**config.mk**
```make
export PLATFORM = sky130hd
export DESIGN_NAME = cla_seq_arb
export DESIGN_NICKNAME = d
export VERILOG_FILES = /design/src/rtl/cla_seq_arb.sv
export SDC_FILE = /design/constraint.sdc
export NUM_CORES = 1
export LEC_CHECK = 0
export BUFFER_PORTS_ARGS = -buffer_cell sky130_fd_sc_hd__buf_4
export CAP_MARGIN = 30
export CORE_MARGIN = 2
export CORE_UTILIZATION = 42
export DETAILED_ROUTE_END_ITERATION = 8
export GPL_ROUTABILITY_DRIVEN = 0
export PLACE_DENSITY = 0.68
export SETUP_SLACK_MARGIN = 0.1
export SLEW_MARGIN = 40
export SYNTH_ARGS = -nofsm -noshare
export SYNTH_HDL_FRONTEND = slang
export SYNTH_SLANG_ARGS = --single-unit
```
**constraint.sdc**
```tcl
create_clock -name wb_clk_i -period 1.76 [get_ports wb_clk_i]
set_input_delay 0.088 -clock wb_clk_i [delete_from_list [all_inputs] [get_ports wb_clk_i]]
set_output_delay 0.088 -clock wb_clk_i [all_outputs]
set_load 0.05 [all_outputs]
```
**src/rtl/cla_seq_arb.sv**
```systemverilog
// Two-requester round-robin adder that runs a WIDTH-bit add one nibble per cycle through an external 4-bit CLA slice.
// Grant to rsp_valid takes NIB+1 cycles; the result holds in DONE until rsp_ready; requesters stall (ready=0) while busy.
module cla_seq_arb #(
  parameter int WIDTH = 16
) (
  input  logic             wb_clk_i,
  input  logic             wb_rst_i,
  input  logic             req0_valid,
  output logic             req0_ready,
  input  logic [WIDTH-1:0] req0_a,
  input  logic [WIDTH-1:0] req0_b,
  input  logic             req0_cin,
  input  logic             req1_valid,
  output logic             req1_ready,
  input  logic [WIDTH-1:0] req1_a,
  input  logic [WIDTH-1:0] req1_b,
  input  logic             req1_cin,
  output logic             rsp_valid,
  input  logic             rsp_ready,
  output logic [WIDTH-1:0] rsp_sum,
  output logic             rsp_cout,
  output logic             rsp_id,
  output logic [3:0]       slice_a,
  output logic [3:0]       slice_b,
  output logic             slice_cin,
  input  logic [3:0]       slice_s,
  input  logic             slice_cout
);

  localparam int NIB = WIDTH / 4;
  localparam int IW  = (NIB > 1) ? $clog2(NIB) : 1;

  typedef enum logic [1:0] {IDLE, RUN, DONE} state_t;

  state_t           state, state_nx;
  logic [WIDTH-1:0] a_q, b_q, acc_q, acc_nx;
  logic [WIDTH-1:0] a_sh, b_sh, nib_mask;
  logic [IW-1:0]    idx_q;
  logic             carry_q, id_q, last_q;
  logic             grant, gnt_id, last_nib;

  // Round-robin only matters on a tie; last_q resets to 1 so requester 0 wins first.
  assign grant    = (state == IDLE) && !wb_rst_i && (req0_valid || req1_valid);
  assign gnt_id   = (req0_valid && req1_valid) ? ~last_q : req1_valid;
  assign last_nib = (idx_q == IW'(NIB - 1));

  assign a_sh     = a_q >> {idx_q, 2'b00};
  assign b_sh     = b_q >> {idx_q, 2'b00};
  assign nib_mask = WIDTH'(4'hF) << {idx_q, 2'b00};
  assign acc_nx   = (acc_q & ~nib_mask) | (WIDTH'(slice_s) << {idx_q, 2'b00});

  always_ff @(posedge wb_clk_i) begin
    if (wb_rst_i) state <= IDLE;
    else          state <= state_nx;
  end

  always_comb begin
    state_nx = state;
    case (state)
      IDLE:    if (grant) state_nx = RUN;
      RUN:     if (last_nib) state_nx = DONE;
      DONE:    if (rsp_ready) state_nx = IDLE;
      default: state_nx = IDLE;
    endcase
  end

  always_comb begin
    req0_ready = grant && !gnt_id;
    req1_ready = grant && gnt_id;
    rsp_valid  = (state == DONE);
    slice_a    = 4'h0;
    slice_b    = 4'h0;
    slice_cin  = 1'b0;
    if (state == RUN) begin
      slice_a   = a_sh[3:0];
      slice_b   = b_sh[3:0];
      slice_cin = carry_q;
    end
  end

  // The sum builds up in acc_q so the visible result stays frozen until the last nibble lands.
  always_ff @(posedge wb_clk_i) begin
    if (wb_rst_i) begin
      a_q      <= '0;
      b_q      <= '0;
      acc_q    <= '0;
      carry_q  <= 1'b0;
      idx_q    <= '0;
      id_q     <= 1'b0;
      last_q   <= 1'b1;
      rsp_sum  <= '0;
      rsp_cout <= 1'b0;
      rsp_id   <= 1'b0;
    end else if (grant) begin
      a_q     <= gnt_id ? req1_a : req0_a;
      b_q     <= gnt_id ? req1_b : req0_b;
      carry_q <= gnt_id ? req1_cin : req0_cin;
      idx_q   <= '0;
      id_q    <= gnt_id;
      last_q  <= gnt_id;
    end else if (state == RUN) begin
      acc_q   <= acc_nx;
      carry_q <= slice_cout;
      idx_q   <= idx_q + 1'b1;
      if (last_nib) begin
        rsp_sum  <= acc_nx;
        rsp_cout <= slice_cout;
        rsp_id   <= id_q;
      end
    end
  end

endmodule
```
# Word-level counts from Yosys, hierarchy flattened
# Cells that the tools add are included.
# word_totals
word_cells	54
out_inout_bits	30
input_bits	76
ff_bits	73
# op_classes
add_sub_neg	1
mux	13
n_eq_ne	6
bitwise_logic	5
n_reduce_logical	14
n_shift	4
# op_table
op	count
two-way mux 16 bit	2
>> shifter 16 x 4 -> 4 bit	2
bitwise AND 16 bit	1
NOT 16 bit	1
OR 16 bit	1
left shift 4 x 4 -> 16 bit	1
left shift 4 x 4 -> 16 bit (first input constant)	1
two-way mux 4 bit	2
two-way mux 2 bit	3
case mux 2 bit (3 select lines)	1
AND reduction 3 bit	2
logical AND 1 bit	5
two-way mux 1 bit	5
== test 2 bit (second input constant)	2
!= test 2 bit (second input constant)	2
adder 2 x 1 -> 2 bit (second input constant)	1
== test 2 x 1 -> 1 bit (second input constant)	1
zero test 1 bit	2
zero test 2 bit	1
!= test 2 x 1 -> 1 bit (second input constant)	1
NOT 1 bit	2
AND reduction 2 bit	1
nonzero test 2 bit	1
OR reduction 2 bit	1
logical OR 1 bit	1

# Logic depth before layout (Yosys ltp)
# logic_depth
ltp_word	5
mapped_depth	7
depth_no_buf	5

# Worst setup path before layout
# No wires, ideal clock.
# synth_timing
kind	register to register
startpoint	reg idx_q[1]
endpoint	reg rsp_sum[0]
t_arrival_ns	1.480
setup_time_ns	0.086
slack_ns	0.194
stages_incl_launch_ff	8
required_time_ns	1.674
synth_period_minus_slack_ns	1.566
path_buffers	2
path_cell_list	dfxtp_1 buf_2 buf_1 inv_1 ha_1 nor2b_1 a21oi_1 a211oi_1
# synth_via
elab_chain_len	4
# synth_rtl
element	line_no	rtl
from (decl)	38	logic [IW-1:0] idx_q;
from (signal assigned)	104	idx_q <= idx_q + 1'b1;
left shift 4 x 4 -> 16 bit	49	assign nib_mask = WIDTH'(4'hF) << {idx_q, 2'b00};
NOT 16 bit	50	assign acc_nx = (acc_q & ~nib_mask) | (WIDTH'(slice_s) << {idx_q, 2'b00});
bitwise AND 16 bit	50	
OR 16 bit	50	
to (signal assigned)	106	rsp_sum <= acc_nx;
to (decl)	20	output logic [WIDTH-1:0] rsp_sum,
# Parallel ways exist; a longest one is shown, timed or not.
# A chain may end at the register's enable or synchronous reset.

# Final worst setup path
# layout_timing
startpoint	reg idx_q[0]
endpoint	out slice_b[2]
# layout_via
elab_chain_len	2
# layout_rtl
element	line_no	rtl
>> shifter 16 x 4 -> 4 bit	48	assign b_sh = b_q >> {idx_q, 2'b00};
two-way mux 4 bit	74	if (state == RUN) begin
to (decl)	24	output logic [3:0] slice_b,
# Every way passes these cells.

==> results by group <==
Run status
  • Status: finished clean

Global route
  • Met3 global-route usage: 7.544%
  • Pin count of the biggest net entering global routing: 36
  • GRT met2 Usage: 33.57%
  • First-pass GRT wire length: 13790 µm
  • Most crowded layer after global routing: met2
  • Initial antenna violation count: 0
  • Grt ovf: 0
  • GRT Total Usage: 20.08%
  • Global Route met1 Usage: 24.21%
  • Vias in the first global route: 2882

STA
  • Min Clock Period, post-route: 1.704 ns
  • RSZ-0062 raised after global routing: true
  • Fin crit share: 96.80%
  • Final WS setup: 0.05637 ns
  • Final setup viols: 0
  • Worst rel slew slack: 69.07%
  • Setup Skew: 0.007539 ns
  • Hold Fails Final Rpt: 0
  • Fin. max-slew vios: 0
  • Worst-Margin Slew: 0.4640 ns
  • Max Freq: 0.5870 GHz

Place
  • Post-Place Worst Slack: 0.1923 ns
  • Dpl hpwl: 6121 µm
  • # port buffers: 105
  • Post-DP Area: 4288 µm²

Synthesis
  • Synth warnings: 0
  • Post-synthesis instance area: 3397 µm²
  • Flops & latches, synth: 69
  • Syn Nets: 455
  • Top-count cell post-synth: dfxtp_1
  • Biggest area consumer among synthesized cells: dfxtp_1
  • Syn Inst Count: 375
  • Post-synth top area share: 40.66%
  • Synth cell count leaders: dfxtp_1 (69), nand2_1 (63), a21oi_1 (49)
  • Synth cell types: 36
  • Dominant synthesized flop cell: dfxtp_1
  • Syn avg cell area: 9.059 µm²
  • Seq/Total Area, Yosys: 40.66%
  • Fraction of registers with async set/reset: 0%
  • Post-synth EDFFs: 0
  • Area contributors post-synth: dfxtp_1 (41%), a311oi_2 (8.8%), a21oi_1 (7.2%)

Floorplanning
  • Die Ht: 93.94 µm
  • Core area: 7767 µm²
  • DIE WIDTH: 93.94 µm
  • Boundary Pins: 106
  • Die ar.: 8824 µm²
  • Initial Util: 43.73%
  • Rows: 32

Worst setup path
  • CP endpoint kind: output port
  • CP bufs+invs: 2
  • Slowest stage delay, CP: 0.49 ns
  • Top delay family on crit path: multiplexers
  • Critical Path Slowest Stage Cell: mux4_2
  • WP data required: 1.67 ns
  • CP arrival: 1.62 ns
  • Crit path max fanout: 4
  • Worst setup SP type: flip-flop
  • Critical setup path kind: reg -> out
  • CP Cell Sequence: buf_6 -> mux4_2 -> and2_4 -> buf_6
  • Crit-path most repeated cell: buf_6

Routing
  • DRC: 0
  • DR vias: 3136
  • Via density: 5.361
  • TritonRoute pass-1 iters: 5
  • Initial DRC count: 80
  • WL/cell: 15.06 µm
  • WL final: 8812 µm
  • ANT nets after route: 0

Finish
  • Nets@finish: 558
  • Antenna cells: 0
  • Final instance area: 4684 µm²
  • Layout cells sized above 1: 39.54%
  • Layout area overhead: 37.90%

Clock tree
  • Clk_lat worst skew: 0.33 ns
  • Clk Tree Root Cell: clkbuf_8
  • H-tree lvl count: 3
  • Worst-path clk slew: 0.08 ns
  • Clk buf depth: 2
  • TritonCTS clock tree: done
  • Clock sink count: 69
  • Hold buffer count at CTS: 0
  • Num CTS Buffers: 9

Flow run
  • Max Cap Viol: 0

Min path
  • HP Class: in -> reg

Power
  • Lkg Pwr: 1.911 nW
  • Maximum vdd drop: 0.4089 mV
  • Pwr Density: 791.1 nW/µm²
[final cells by class]
type / count / area [µm²]
multi-input combinational: 264 / 1849
fill: 698 / 3083
inverter: 5 / 18.77
clock buffer: 10 / 127.6
tap: 102 / 127.6
sequential: 69 / 1394
timing repair buffer: 129 / 1104
clock inverter: 6 / 63.81
[timing repair]
| action | 4_1_cts | 5_1_grt |
|---|---|---|
| endpoints found under the hold margin | 0 | 0 |
| cloned | 0 | 1 |
| buffers inserted | 6 | 3 |
| endpoints found under the setup margin | 11 | 12 |
| pin swaps | 3 | 2 |
| gates resized for setup | 25 | 11 |
[logic make-up after synthesis]
group | after synthesis | synth area share (%)
AND/OR/NAND/NOR | 133 | 18.09
buffers and inverters | 42 | 6.225
adder cells (fa/ha/maj) | 4 | 1.473
AO/OA/AOI/OAI | 112 | 26.23
multiplexers | 14 | 7.072
flip-flops | 69 | 40.66
XOR/XNOR | 1 | 0.2579
[placed cells by master (no fill, tap or decap), types with 5 or more instances in the layout]
cell type,count
nor2_1,27
buf_6,10
buf_4,110
a311oi_1,8
mux4_2,8
o2bb2ai_1,5
mux2i_1,6
dfxtp_1,65
a211oi_1,24
nand2_1,63
inv_1,5
and2_4,9
clkbuf_8,9
a311oi_2,20
a21oi_1,49
nor2b_1,15
[routing by layer]
layer / wire length (µm) / share of wire (%) / up-vias
li1: - / - / 1553
met1: 3673 / 42 / 1467
met2: 4401 / 50 / 106
met3: 628 / 7.1 / 10
met4: 109 / 1.2 / 0
met5: 0 / 0 / -
[worst paths after layout]
check / startpoint / end / slack [ns] / cells after the start
worst max-delay path: idx_q[0] / slice_b[2] / 0.06 / 4
worst min-delay path: rsp_ready / state[1] / 0.002 / 3
worst max register to register: idx_q[0] / rsp_sum[1] / 0.26 / 7
worst min register to register: rsp_sum[15] / rsp_sum[15] / 0.46 / 2
[state kept, by name, indices dropped and copies added (netlist names)]
register / count
rsp_cout: 1
acc_q: 12
b_q: 16
a_q: 16
rsp_id: 1
state: 2
rsp_sum: 16
id_q: 1
idx_q: 2
last_q: 1
carry_q: 1
[worst reg2reg max path, stage by stage, from the launching register on]
cell and delay [ns]:
dfxtp_2 0.34, buf_6 0.13, buf_6 0.10, ha_1 0.17
and3b_1 0.22, buf_12 0.18, nor2_1 0.07, a211oi_1 0.21
[stage by stage]
step | util [%] | power (mW) | hold slack [ns] | TNS [ns] | instances
4_1_cts | 59.21 | 3.707 | 0.001973 | 0 | 581
2_1_floorplan | - | 2.170 | 0.2240 | 0 | 375
6_report | 60.31 | 3.706 | 0.001961 | 0 | 585
5_1_grt | 60.31 | 3.871 | -0.005362 | -0.1039 | 585
3_3_place_gp | 55.20 | 2.418 | 0.3597 | 0 | 559
3_5_place_dp | 55.20 | 2.431 | 0.3664 | 0 | 559
[report_power, final]
group	switching, mW	total [mW]	internal (mW)	leakage (nW)
logic	0.377	0.755	0.377	1.25
clock network	0.599	1.25	0.652	0.0923
registers	0.0526	1.70	1.65	0.568
Power figures use the tool's default switching activity.
